--- src/rtl/div_if.sv ---
// div_if: handshake and result bundle between the execute stage and the iterative divider.
interface div_if #(parameter int WIDTH = 32);
    logic             start;
    logic             is_signed;
    logic [WIDTH-1:0] a;
    logic [WIDTH-1:0] b;
    logic             cancel;
    logic             busy;
    logic             done;
    logic [WIDTH-1:0] hi;
    logic [WIDTH-1:0] lo;
    logic             dz;
    modport master (output start, is_signed, a, b, cancel, input busy, done, hi, lo, dz);
    modport slave  (input start, is_signed, a, b, cancel, output busy, done, hi, lo, dz);
endinterface

--- src/rtl/div_seq.sv ---
// div_seq: iterative restoring divider for DIV/DIVU, quotient to lo and remainder to hi.
module div_seq #(parameter int WIDTH = 32) (
    input logic clk,
    input logic rst,
    div_if.slave io
);
    localparam int CW = $clog2(WIDTH);
    typedef enum logic [2:0] {IDLE, PREP, RUN, FIX, DONE} state_t;
    state_t state, nxt;
    logic [WIDTH-1:0] a_r, dv, rem, quo, hi_r, lo_r, qfix, rfix;
    logic [CW-1:0] cnt;
    logic sgn, qs, rs, dz_r;
    logic [WIDTH:0] sh, diff;
    assign sh = {rem, quo[WIDTH-1]};
    assign diff = sh - {1'b0, dv};
    assign qfix = qs ? -quo : quo;
    assign rfix = rs ? -rem : rem;
    assign io.busy = state != IDLE;
    assign io.done = state == DONE;
    assign io.hi = hi_r;
    assign io.lo = lo_r;
    assign io.dz = dz_r;
    always_ff @(posedge clk) begin
        if (rst) state <= IDLE;
        else state <= nxt;
    end
    always_comb begin
        nxt = IDLE;
        case (state)
            IDLE: nxt = (io.start && !io.cancel) ? PREP : IDLE;
            PREP: nxt = io.cancel ? IDLE : (dv == '0 ? DONE : RUN);
            RUN:  nxt = io.cancel ? IDLE : (cnt == CW'(WIDTH - 1) ? FIX : RUN);
            FIX:  nxt = io.cancel ? IDLE : DONE;
            default: nxt = IDLE;
        endcase
    end
    always_ff @(posedge clk) begin
        if (rst) begin
            a_r <= '0;
            dv <= '0;
            rem <= '0;
            quo <= '0;
            cnt <= '0;
            sgn <= 1'b0;
            qs <= 1'b0;
            rs <= 1'b0;
            hi_r <= '0;
            lo_r <= '0;
            dz_r <= 1'b0;
        end else begin
            case (state)
                IDLE: if (nxt == PREP) begin
                    a_r <= io.a;
                    dv <= io.b;
                    sgn <= io.is_signed;
                end
                PREP: begin
                    quo <= (sgn && a_r[WIDTH-1]) ? -a_r : a_r;
                    dv <= (sgn && dv[WIDTH-1]) ? -dv : dv;
                    rem <= '0;
                    cnt <= '0;
                    qs <= sgn && (a_r[WIDTH-1] ^ dv[WIDTH-1]);
                    rs <= sgn && a_r[WIDTH-1];
                    if (nxt == DONE) begin
                        lo_r <= '1;
                        hi_r <= a_r;
                        dz_r <= 1'b1;
                    end
                end
                RUN: begin
                    rem <= diff[WIDTH] ? sh[WIDTH-1:0] : diff[WIDTH-1:0];
                    quo <= {quo[WIDTH-2:0], ~diff[WIDTH]};
                    cnt <= cnt + CW'(1);
                end
                FIX: if (nxt == DONE) begin
                    lo_r <= qfix;
                    hi_r <= rfix;
                    dz_r <= 1'b0;
                end
                default: ;
            endcase
        end
    end
endmodule

--- src/flat_wrapper.sv ---
// flat-port wrapper written by rule: the top's interface ports become plain ports
module div_seq_flat 
#(parameter int WIDTH = 32)
  (clk, rst, io_start, io_is_signed, io_a, io_b, io_cancel, io_busy, io_done, io_hi, io_lo, io_dz);
  div_if #(.WIDTH(WIDTH)) io_i ();
  input logic clk;
  input logic rst;
  input wire logic [$bits(io_i.start)-1:0] io_start;
  input wire logic [$bits(io_i.is_signed)-1:0] io_is_signed;
  input wire logic [$bits(io_i.a)-1:0] io_a;
  input wire logic [$bits(io_i.b)-1:0] io_b;
  input wire logic [$bits(io_i.cancel)-1:0] io_cancel;
  output wire logic [$bits(io_i.busy)-1:0] io_busy;
  output wire logic [$bits(io_i.done)-1:0] io_done;
  output wire logic [$bits(io_i.hi)-1:0] io_hi;
  output wire logic [$bits(io_i.lo)-1:0] io_lo;
  output wire logic [$bits(io_i.dz)-1:0] io_dz;
  assign io_i.start = io_start;
  assign io_i.is_signed = io_is_signed;
  assign io_i.a = io_a;
  assign io_i.b = io_b;
  assign io_i.cancel = io_cancel;
  assign io_busy = io_i.busy;
  assign io_done = io_i.done;
  assign io_hi = io_i.hi;
  assign io_lo = io_i.lo;
  assign io_dz = io_i.dz;
  div_seq #(.WIDTH(WIDTH)) u_core (.clk(clk), .rst(rst), .io(io_i));
endmodule
--- config.mk ---
export PLATFORM = sky130hd
export DESIGN_NAME = div_seq_flat
export DESIGN_NICKNAME = d
export VERILOG_FILES = /design/src/rtl/div_if.sv /design/src/rtl/div_seq.sv /design/src/flat_wrapper.sv
export SDC_FILE = /design/constraint.sdc
export NUM_CORES = 1
export LEC_CHECK = 0
export CORE_ASPECT_RATIO = 0.8
export CORE_MARGIN = 3
export CORE_UTILIZATION = 45
export CTS_BUF_LIST = sky130_fd_sc_hd__clkbuf_4 sky130_fd_sc_hd__clkbuf_8
export CTS_CLUSTER_DIAMETER = 80
export DETAILED_ROUTE_END_ITERATION = 7
export HOLD_SLACK_MARGIN = 0.1
export PLACE_DENSITY = 0.73
export SLEW_MARGIN = 5
export SYNTH_ARGS = -nofsm -noshare
export SYNTH_HDL_FRONTEND = slang
export SYNTH_SLANG_ARGS = --single-unit
--- constraint.sdc ---
create_clock -name clk -period 6 [get_ports clk]
set_input_delay 0.6 -clock clk [delete_from_list [all_inputs] [get_ports clk]]
set_output_delay 0.6 -clock clk [all_outputs]
set_load 0.01 [all_outputs]
==> results of run 1 <==
-- cell usage after synthesis, types with 9 or more instances --
master / n
sky130_fd_sc_hd__a311oi_1: 27
sky130_fd_sc_hd__xor2_1: 71
sky130_fd_sc_hd__a21o_1: 12
sky130_fd_sc_hd__a211oi_1: 30
sky130_fd_sc_hd__and2_1: 9
sky130_fd_sc_hd__o211ai_1: 25
sky130_fd_sc_hd__ha_1: 38
sky130_fd_sc_hd__a32oi_1: 10
sky130_fd_sc_hd__a21oi_1: 175
sky130_fd_sc_hd__clkbuf_1: 85
sky130_fd_sc_hd__o41ai_1: 18
sky130_fd_sc_hd__a22oi_1: 43
sky130_fd_sc_hd__nand2_1: 212
sky130_fd_sc_hd__o22ai_1: 14
sky130_fd_sc_hd__nor2_1: 178
sky130_fd_sc_hd__or2_2: 9
sky130_fd_sc_hd__o21ai_0: 84
sky130_fd_sc_hd__mux2i_1: 21
sky130_fd_sc_hd__nand4_1: 11
sky130_fd_sc_hd__nor2b_1: 13
sky130_fd_sc_hd__nor4_1: 9
sky130_fd_sc_hd__xnor2_1: 44
sky130_fd_sc_hd__dfxtp_1: 204
sky130_fd_sc_hd__o31ai_1: 27
sky130_fd_sc_hd__inv_1: 50
sky130_fd_sc_hd__nand3_1: 18
sky130_fd_sc_hd__or3_1: 12
sky130_fd_sc_hd__nor3_1: 39
-- final cells by class --
class | instances | area share [%]
Clock inverter | 5 | 0.214
Timing Repair Buffer | 147 | 9.83
Multi-Input combinational cell | 1261 | 53.3
Inverter | 50 | 1.28
Sequential cell | 204 | 27.9
Clock buffer | 51 | 4.37
Tap cell | 357 | 3.05
Antenna cell | 1 | 0.0171
-- critical path, delay by kind of cell (launching register included) --
kind / cells / cell delay [ns]
compound gates: 5 / 1.46
xor+xnor: 1 / 0.78
fa+ha+maj: 2 / 0.66
buf+inv: 1 / 0.13
flops: 1 / 0.37
simple gates: 2 / 0.37
-- final timing paths --
path / start / endpoint
worst max-delay path: u_core.quo[31]$_SDFFE_PP0P_ / u_core.rem[29]$_SDFFE_PP0P_
worst min-delay path: u_core.io.hi[2]$_SDFFE_PP0P_ / u_core.io.hi[2]$_SDFFE_PP0P_
worst max register to register: u_core.quo[31]$_SDFFE_PP0P_ / u_core.rem[29]$_SDFFE_PP0P_
worst min register to register: u_core.io.hi[2]$_SDFFE_PP0P_ / u_core.io.hi[2]$_SDFFE_PP0P_
-- logic make-up after synthesis --
group | synth area share (%)
simple gates | 21.3
compound gates | 27.2
flops | 32.8
buf+inv | 4.78
xor+xnor | 8.22
fa+ha+maj | 3.98
mux | 1.78
-- sequential cells by signal, indices dropped and copies added (netlist names) --
signal / count
u_core.io.dz: 1
u_core.a_r: 32
u_core.sgn: 1
u_core.state: 3
u_core.quo: 32
u_core.rs: 1
u_core.cnt: 5
u_core.rem: 32
u_core.io.hi: 32
u_core.qs: 1
u_core.dv: 32
u_core.io.lo: 32
-- per-layer routing --
layer  vias to the layer above  routed length [um]
li1                       6009                   -
met1                      5934               18300
met2                       546               15900
met3                        60                3760
met4                         2                 618
met5                         -                  12
-- power groups by stage --
stage | sequential, mW | combinational (mW) | clock, mW
6_report | 1.43 | 0.567 | 1.25
5_1_grt | 1.43 | 0.616 | 1.32
4_1_cts | 1.43 | 0.556 | 1.26
3_5_place_dp | 1.46 | 0.552 | 0
3_3_place_gp | 1.46 | 0.547 | 0
2_1_floorplan | 1.44 | 0.389 | 0
-- metrics by stage --
stage | cell area, um2 | hold slack [ns] | setup slack (ns) | util, %
2_1_floorplan | 12500 | 0.462 | 3.27 | -
5_1_grt | 14600 | 0.487 | 1.92 | 54.8
6_report | 14600 | 0.461 | 2.11 | 54.8
3_3_place_gp | 14000 | 0.459 | 2.36 | 52.3
4_1_cts | 14600 | 0.464 | 2.18 | 54.8
3_5_place_dp | 14000 | 0.450 | 2.23 | 52.3
-- cell usage in the layout (no fill, tap or decap), types with 12 or more instances in the layout --
master,synthesis,layout
sky130_fd_sc_hd__a311oi_1,27,27
sky130_fd_sc_hd__clkdlybuf4s50_1,0,134
sky130_fd_sc_hd__o41ai_1,18,18
sky130_fd_sc_hd__o22ai_1,14,14
sky130_fd_sc_hd__xnor2_1,44,44
sky130_fd_sc_hd__nand3_1,18,18
sky130_fd_sc_hd__o21ai_0,84,84
sky130_fd_sc_hd__clkbuf_8,0,41
sky130_fd_sc_hd__a211oi_1,30,30
sky130_fd_sc_hd__dfxtp_1,204,204
sky130_fd_sc_hd__ha_1,38,38
sky130_fd_sc_hd__mux2i_1,21,21
sky130_fd_sc_hd__a21oi_1,175,174
sky130_fd_sc_hd__nor2b_1,13,13
sky130_fd_sc_hd__o31ai_1,27,27
sky130_fd_sc_hd__inv_1,50,50
sky130_fd_sc_hd__nand2_1,212,212
sky130_fd_sc_hd__xor2_1,71,71
sky130_fd_sc_hd__buf_4,4,13
sky130_fd_sc_hd__a22oi_1,43,43
sky130_fd_sc_hd__o211ai_1,25,25
sky130_fd_sc_hd__nor2_1,178,175
sky130_fd_sc_hd__nor3_1,39,38
sky130_fd_sc_hd__or3_1,12,12
==> insert_results.sql, run 1 <==
INSERT INTO impl_metrics (metric_group, metric, value, unit) VALUES
('outcome', 'run_status', 'finished clean', ''),
('detailed_routing', 'drt_pre_antenna_iters', '5', ''),
('detailed_routing', 'wl_per_cell', '18.6', 'um'),
('worst_setup_path', 'cp.arrival', '4.29', 'ns'),
('yosys', 'flops_latches_synth', '204', ''),
('cts', 'cts_post_setup_buffers_inserted', '0', ''),
('die', 'design.die.area', '29700', 'um2'),
('finish', 'finalNetCount', '1807', ''),
('placed_design', 'place.detailed.hpwl', '28.0', 'mm'),
('cts', 'cts_buffer_depth', '3', ''),
('worst_setup_path', 'setup.worst_path.class', 'reg2reg', ''),
('timing', 'final.period_utilization', '64.8', '%'),
('yosys', 'yosys-top-cells-area', 'sky130_fd_sc_hd__dfxtp_1 (33%), sky130_fd_sc_hd__a21oi_1 (7.0%), sky130_fd_sc_hd__nand2_1 (6.4%), sky130_fd_sc_hd__nor2_1 (5.4%), sky130_fd_sc_hd__xor2_1 (5.0%)', ''),
('die', 'initial_core_util', '46.6', '%'),
('cts', 'cts_tree', 'done', ''),
('placed_design', 'place.port_buffers', '135', ''),
('worst_setup_path', 'cp-start-kind', 'register', ''),
('cts', 'cts_repair_resize_count', '0', ''),
('worst_setup_path', 'timing.reg2reg.setup_slack', '2.11', 'ns'),
('timing', 'setup_viol', '0', ''),
('yosys', 'post_synth_num_cell_types', '75', ''),
('finish', 'fraction_of_final_layout_cells_with_drive_strength_greater_than_1', '6.69', '%'),
('cts', 'cts_hold_buf', '0', ''),
('global_routing', 'antenna_found_initial', '1', ''),
('global_routing', 'grt_remaining_overflow', '0', ''),
('placed_design', 'routabilityCongestion', '0.940', ''),
('yosys', 'synthesis.instances', '1617', ''),
('cts', 'cts_max_level', '2', ''),
('finish', 'final_cells', '2076', ''),
('timing', 'timing.final.crit_period', '3.89', 'ns'),
('die', 'top_level_ports', '136', ''),
('global_routing', 'm3_gr_usage', '4.67', '%'),
('global_routing', 'grt-busiest-layer', 'met1', ''),
('power_and_ir_drop', 'total_leakage_power', '5.36', 'nW'),
('worst_setup_path', 'cp-end-kind', 'register', ''),
('worst_setup_path', 'cp_max_delay_cell', 'sky130_fd_sc_hd__xor2_1', ''),
('global_routing', 'grt_usage', '24.9', '%'),
('timing', 'slew_headroom', '15.3', '%'),
('power_and_ir_drop', 'pwr_total', '3.24', 'mW'),
('worst_setup_path', 'max_fanout_on_critical_path', '12', ''),
('yosys', 'netlist.top_cell.by_area', 'sky130_fd_sc_hd__dfxtp_1', ''),
('yosys', 'synth_edf_count', '0', ''),
('global_routing', 'grt_use_met1', '38.8', '%'),
('power_and_ir_drop', 'p_sw_share', '29.5', '%'),
('die', 'dieWidth', '192', 'um'),
('worst_setup_path', 'cp_slowest_stage_delay', '0.78', 'ns'),
('yosys', 'synth-warning-count', '0', ''),
('cts', 'cts_made_buffers', '35', ''),
('timing', 'finalHoldViolCount', '0', ''),
('finish', 'layout-area-overhead-vs-synth', '17.5', '%'),
('finish', 'layout.area.seq', '4080', 'um2'),
('die', 'placeable_area', '26700', 'um2'),
('yosys', 'synth_async_sr_flop_share', '0', '%'),
('power_and_ir_drop', 'switching_power', '0.956', 'mW'),
('placed_design', 'place.detailed.instances', '2019', ''),
('detailed_routing', 'route.antenna.remaining_nets', '0', ''),
('power_and_ir_drop', 'pwr-share-comb', '17.5', '%'),
('detailed_routing', 'viasPerCell', '6.05', ''),
('yosys', 'syn_area_per_cell', '7.70', 'um2'),
('power_and_ir_drop', 'power.clock.fraction', '38.4', '%'),
('worst_hold_path', 'worstHoldPathType', 'reg2reg', ''),
('flow_run', 'timing.max_cap.violations', '0', ''),
('worst_setup_path', 'worstPathCellList', 'inv_1 > ha_1 > fa_1 > nand2b_1 > a21oi_1 > o21ai_0 > a21oi_1 > a2111oi_4 > xor2_1 > nor2_1 > a221o_1', ''),
('detailed_routing', 'drc_errors', '0', ''),
('yosys', 'fraction_of_the_yosys_area_taken_by_sequential_cells', '32.8', '%'),
('worst_setup_path', 'worst-endpoint-required', '6.40', 'ns'),
('global_routing', 'grt_start_max_net_pins', '95', ''),
('die', 'die_height', '155', 'um'),
('global_routing', 'met2_usage', '35.5', '%'),
('worst_setup_path', 'worstRegToRegCells', '11', ''),
('power_and_ir_drop', 'power.ir.vdd_worst', '113', 'uV');
Power figures use the tool's default switching activity.
==> inputs of run 2 (changes only) <==
--- a/config.mk
+++ b/config.mk
@@ -12,7 +12,7 @@
 export CTS_CLUSTER_DIAMETER = 80
 export DETAILED_ROUTE_END_ITERATION = 7
 export HOLD_SLACK_MARGIN = 0.1
-export PLACE_DENSITY = 0.73
+export PLACE_DENSITY = 0.76
 export SLEW_MARGIN = 5
 export SYNTH_ARGS = -nofsm -noshare
 export SYNTH_HDL_FRONTEND = slang
==> constraint.sdc (replaced) <==
create_clock -name clk -period 3.3 [get_ports clk]
set_input_delay 0.33 -clock clk [delete_from_list [all_inputs] [get_ports clk]]
set_output_delay 0.33 -clock clk [all_outputs]
set_load 0.01 [all_outputs]
==> insert_results.sql, run 2 (synthesis gave the netlist of run 1 again) <==
INSERT INTO impl_metrics (metric_group, metric, value, unit) VALUES
('global_routing', 'global_route_wire_length_before_repair', '64.2', 'mm'),
('detailed_routing', 'drt_pre_antenna_iters', '7', ''),
('worst_setup_path', 'worst-endpoint-required', '3.68', 'ns'),
('timing', 'slew_headroom', '22.7', '%'),
('timing', 'timing.final.crit_period', '3.14', 'ns'),
('timing', 'rsz_0062_raised_after_global_routing', 'false', ''),
('cts', 'cts_hold_buf', '0', ''),
('power_and_ir_drop', 'power-per-cell-area', '419', 'nW/um2'),
('timing', 'worst_pin_slew', '1.16', 'ns'),
('finish', 'layout_common_cells', 'sky130_fd_sc_hd__nand2_1 (211), sky130_fd_sc_hd__dfxtp_1 (204), sky130_fd_sc_hd__nor2_1 (175), sky130_fd_sc_hd__a21oi_1 (173), sky130_fd_sc_hd__clkdlybuf4s50_1 (134)', ''),
('detailed_routing', 'route.antenna.remaining_nets', '0', ''),
('timing', 'setup_viol', '0', ''),
('placed_design', 'routabilityCongestion', '0.975', ''),
('detailed_routing', 'wl_per_cell', '19.0', 'um'),
('placed_design', 'place.detailed.hpwl', '29.8', 'mm'),
('global_routing', 'grt_start_max_net_pins', '78', ''),
('worst_setup_path', 'max_fanout_on_critical_path', '9', ''),
('die', 'top_level_ports', '136', ''),
('detailed_routing', 'viasPerCell', '6.09', ''),
('finish', 'insertedDiodeCount', '0', ''),
('power_and_ir_drop', 'power.ir.vdd_worst', '220', 'uV'),
('cts', 'cts_made_buffers', '36', ''),
('worst_setup_path', 'cp_slowest_stage_delay', '0.40', 'ns'),
('worst_setup_path', 'cp-end-kind', 'register', ''),
('cts', 'clk_pin_slew', '0.07', 'ns'),
('timing', 'finalHoldViolCount', '0', ''),
('worst_setup_path', 'cp_max_delay_cell', 'sky130_fd_sc_hd__fa_1', ''),
('worst_setup_path', 'cpLargestDelayFamily', 'compound AO/OA/AOI/OAI gates', ''),
('worst_setup_path', 'cp-start-kind', 'register', ''),
('finish', 'design_area', '15200', 'um2'),
('detailed_routing', 'drc_errors', '0', ''),
('finish', 'layout_commonest_cell', 'sky130_fd_sc_hd__nand2_1', ''),
('die', 'core.rowCount', '53', ''),
('global_routing', 'grt_remaining_overflow', '0', ''),
('cts', 'insertion_delay', '0.53', 'ns'),
('placed_design', 'place.port_buffers', '135', ''),
('finish', 'postLayoutCoreUtil', '56.9', '%'),
('flow_run', 'timing.max_cap.violations', '0', ''),
('detailed_routing', 'routed-via-count', '13000', ''),
('die', 'dieWidth', '192', 'um'),
('die', 'placeable_area', '26700', 'um2'),
('cts', 'cts_buffer_depth', '3', ''),
('die', 'design.die.area', '29700', 'um2'),
('timing', 'final.period_utilization', '95.2', '%'),
('timing', 'timing.clock.skew', '0.0203', 'ns'),
('outcome', 'run_status', 'finished clean', ''),
('cts', 'cts_max_level', '2', ''),
('worst_setup_path', 'critical_path.n_buffers_inverters', '3', ''),
('global_routing', 'antenna_found_initial', '1', ''),
('worst_hold_path', 'worstHoldPathType', 'in2reg', ''),
('placed_design', 'detailedPlace.worstSlack', '-0.0423', 'ns'),
('worst_setup_path', 'worstPathCellList', 'inv_1 > ha_1 > fa_1 > nand2b_1 > a21oi_1 > o21ai_2 > a21oi_2 > a2111oi_4 > buf_4 > xnor2_4 > buf_6 > mux2i_1 > o211ai_1', ''),
('detailed_routing', 'dr.first_iter.drc_count', '1511', ''),
('power_and_ir_drop', 'total_leakage_power', '5.70', 'nW'),
('cts', 'ctsRootBufferMaster', 'sky130_fd_sc_hd__clkbuf_8', ''),
('timing', 'slew_violations', '0', ''),
('die', 'die_height', '155', 'um'),
('timing', 'max_freq', '0.318', 'GHz'),
('global_routing', 'first_global_vias', '12000', ''),
('worst_setup_path', 'setup.worst_path.class', 'reg2reg', ''),
('finish', 'finalNetCount', '1859', ''),
('finish', 'layout-area-overhead-vs-synth', '22.1', '%'),
('cts', 'cts_tree', 'done', ''),
('timing', 'final_critical_path_setup_slack', '0.158', 'ns'),
('cts', 'cts.sink_count', '204', ''),
('finish', 'fraction_of_final_layout_cells_with_drive_strength_greater_than_1', '9.91', '%'),
('placed_design', 'placedInstanceArea', '14300', 'um2'),
('die', 'initial_core_util', '46.6', '%'),
('detailed_routing', 'wire_length_reported_by_the_detailed_router', '40.5', 'mm'),
('global_routing', 'grt_usage', '26.6', '%'),
('worst_setup_path', 'cp.arrival', '3.52', 'ns');
## run 2: cell count changes in the layout (fill, tap and decap cells not counted), sizes merged
cell    previous run  this run
buf               13        64
bufinv             0         3
clkinv             3         2
diode              1         0
clkbuf            51        56
## run 2: timing repair
action / in CTS / in global routing
cloned: 0 / 0
pin swaps: 0 / 3
setup endpoints to repair: 19 / 28
gates resized for setup: 1 / 6
buffers inserted: 0 / 4
## run 2: final cells by class
| cell class | instances | area (um2) |
|---|---|---|
| clock buffer | 56 | 702 |
| clock inverter | 7 | 116 |
| fill | 2418 | 11500 |
| inverter | 50 | 188 |
| multi-input combinational | 1261 | 7830 |
| sequential | 204 | 4080 |
| tap | 357 | 447 |
| timing repair buffer | 198 | 1840 |
## run 2: layer usage
| layer | GRT usage [%] | share of wire, % | vias to the layer above |
|---|---|---|---|
| li1 | - | - | 6122 |
| met1 | 40.8 | 46 | 6172 |
| met2 | 38.8 | 42 | 630 |
| met3 | 4.60 | 9.6 | 58 |
| met4 | 5.41 | 1.6 | 0 |
| met5 | 0 | 0 | - |
## run 2: path summary, 6_finish.rpt
| kind | startpoint | cells past startpoint | end | slack [ns] |
|---|---|---|---|---|
| setup / recovery | u_core.quo[31]$_SDFFE_PP0P_ | 13 | u_core.rem[25]$_SDFFE_PP0P_ | 0.16 |
| hold reg to reg | u_core.io.hi[5]$_SDFFE_PP0P_ | 2 | u_core.io.hi[5]$_SDFFE_PP0P_ | 0.48 |
| hold / removal | rst | 2 | u_core.io.hi[29]$_SDFFE_PP0P_ | 0.21 |
| setup reg to reg | u_core.quo[31]$_SDFFE_PP0P_ | 13 | u_core.rem[25]$_SDFFE_PP0P_ | 0.16 |
## run 2: metrics by stage
stage / TNS (ns) / hold slack [ns] / total power, mW / instances
floorplan: 0 / 0.462 / 3.33 / 1617
global placement: 0 / 0.457 / 3.68 / 2066
detailed placement: -0.0423 / 0.468 / 3.70 / 2066
CTS: 0 / 0.187 / 6.36 / 2129
global route: 0 / 0.203 / 6.63 / 2133
finish: 0 / 0.213 / 6.36 / 2133
## run 2: where the power goes
| group | total, mW | leakage [nW] | switching (mW) | internal, mW |
|---|---|---|---|---|
| combinational | 1.10 | 3.62 | 0.649 | 0.448 |
| sequential | 2.60 | 1.65 | 0.0796 | 2.52 |
| clock | 2.67 | 0.429 | 1.08 | 1.59 |
| total | 6.36 | 5.70 | 1.81 | 4.56 |
## run 2: worst reg2reg max path, cell delays in order (launching register included)
cell and delay, ns:
sky130_fd_sc_hd__dfxtp_1 0.36, sky130_fd_sc_hd__inv_1 0.10, sky130_fd_sc_hd__ha_1 0.24, sky130_fd_sc_hd__fa_1 0.40, sky130_fd_sc_hd__nand2b_1 0.18, sky130_fd_sc_hd__a21oi_1 0.22, sky130_fd_sc_hd__o21ai_2 0.12, sky130_fd_sc_hd__a21oi_2 0.24
sky130_fd_sc_hd__a2111oi_4 0.10, sky130_fd_sc_hd__buf_4 0.17, sky130_fd_sc_hd__xnor2_4 0.30, sky130_fd_sc_hd__buf_6 0.21, sky130_fd_sc_hd__mux2i_1 0.23, sky130_fd_sc_hd__o211ai_1 0.10
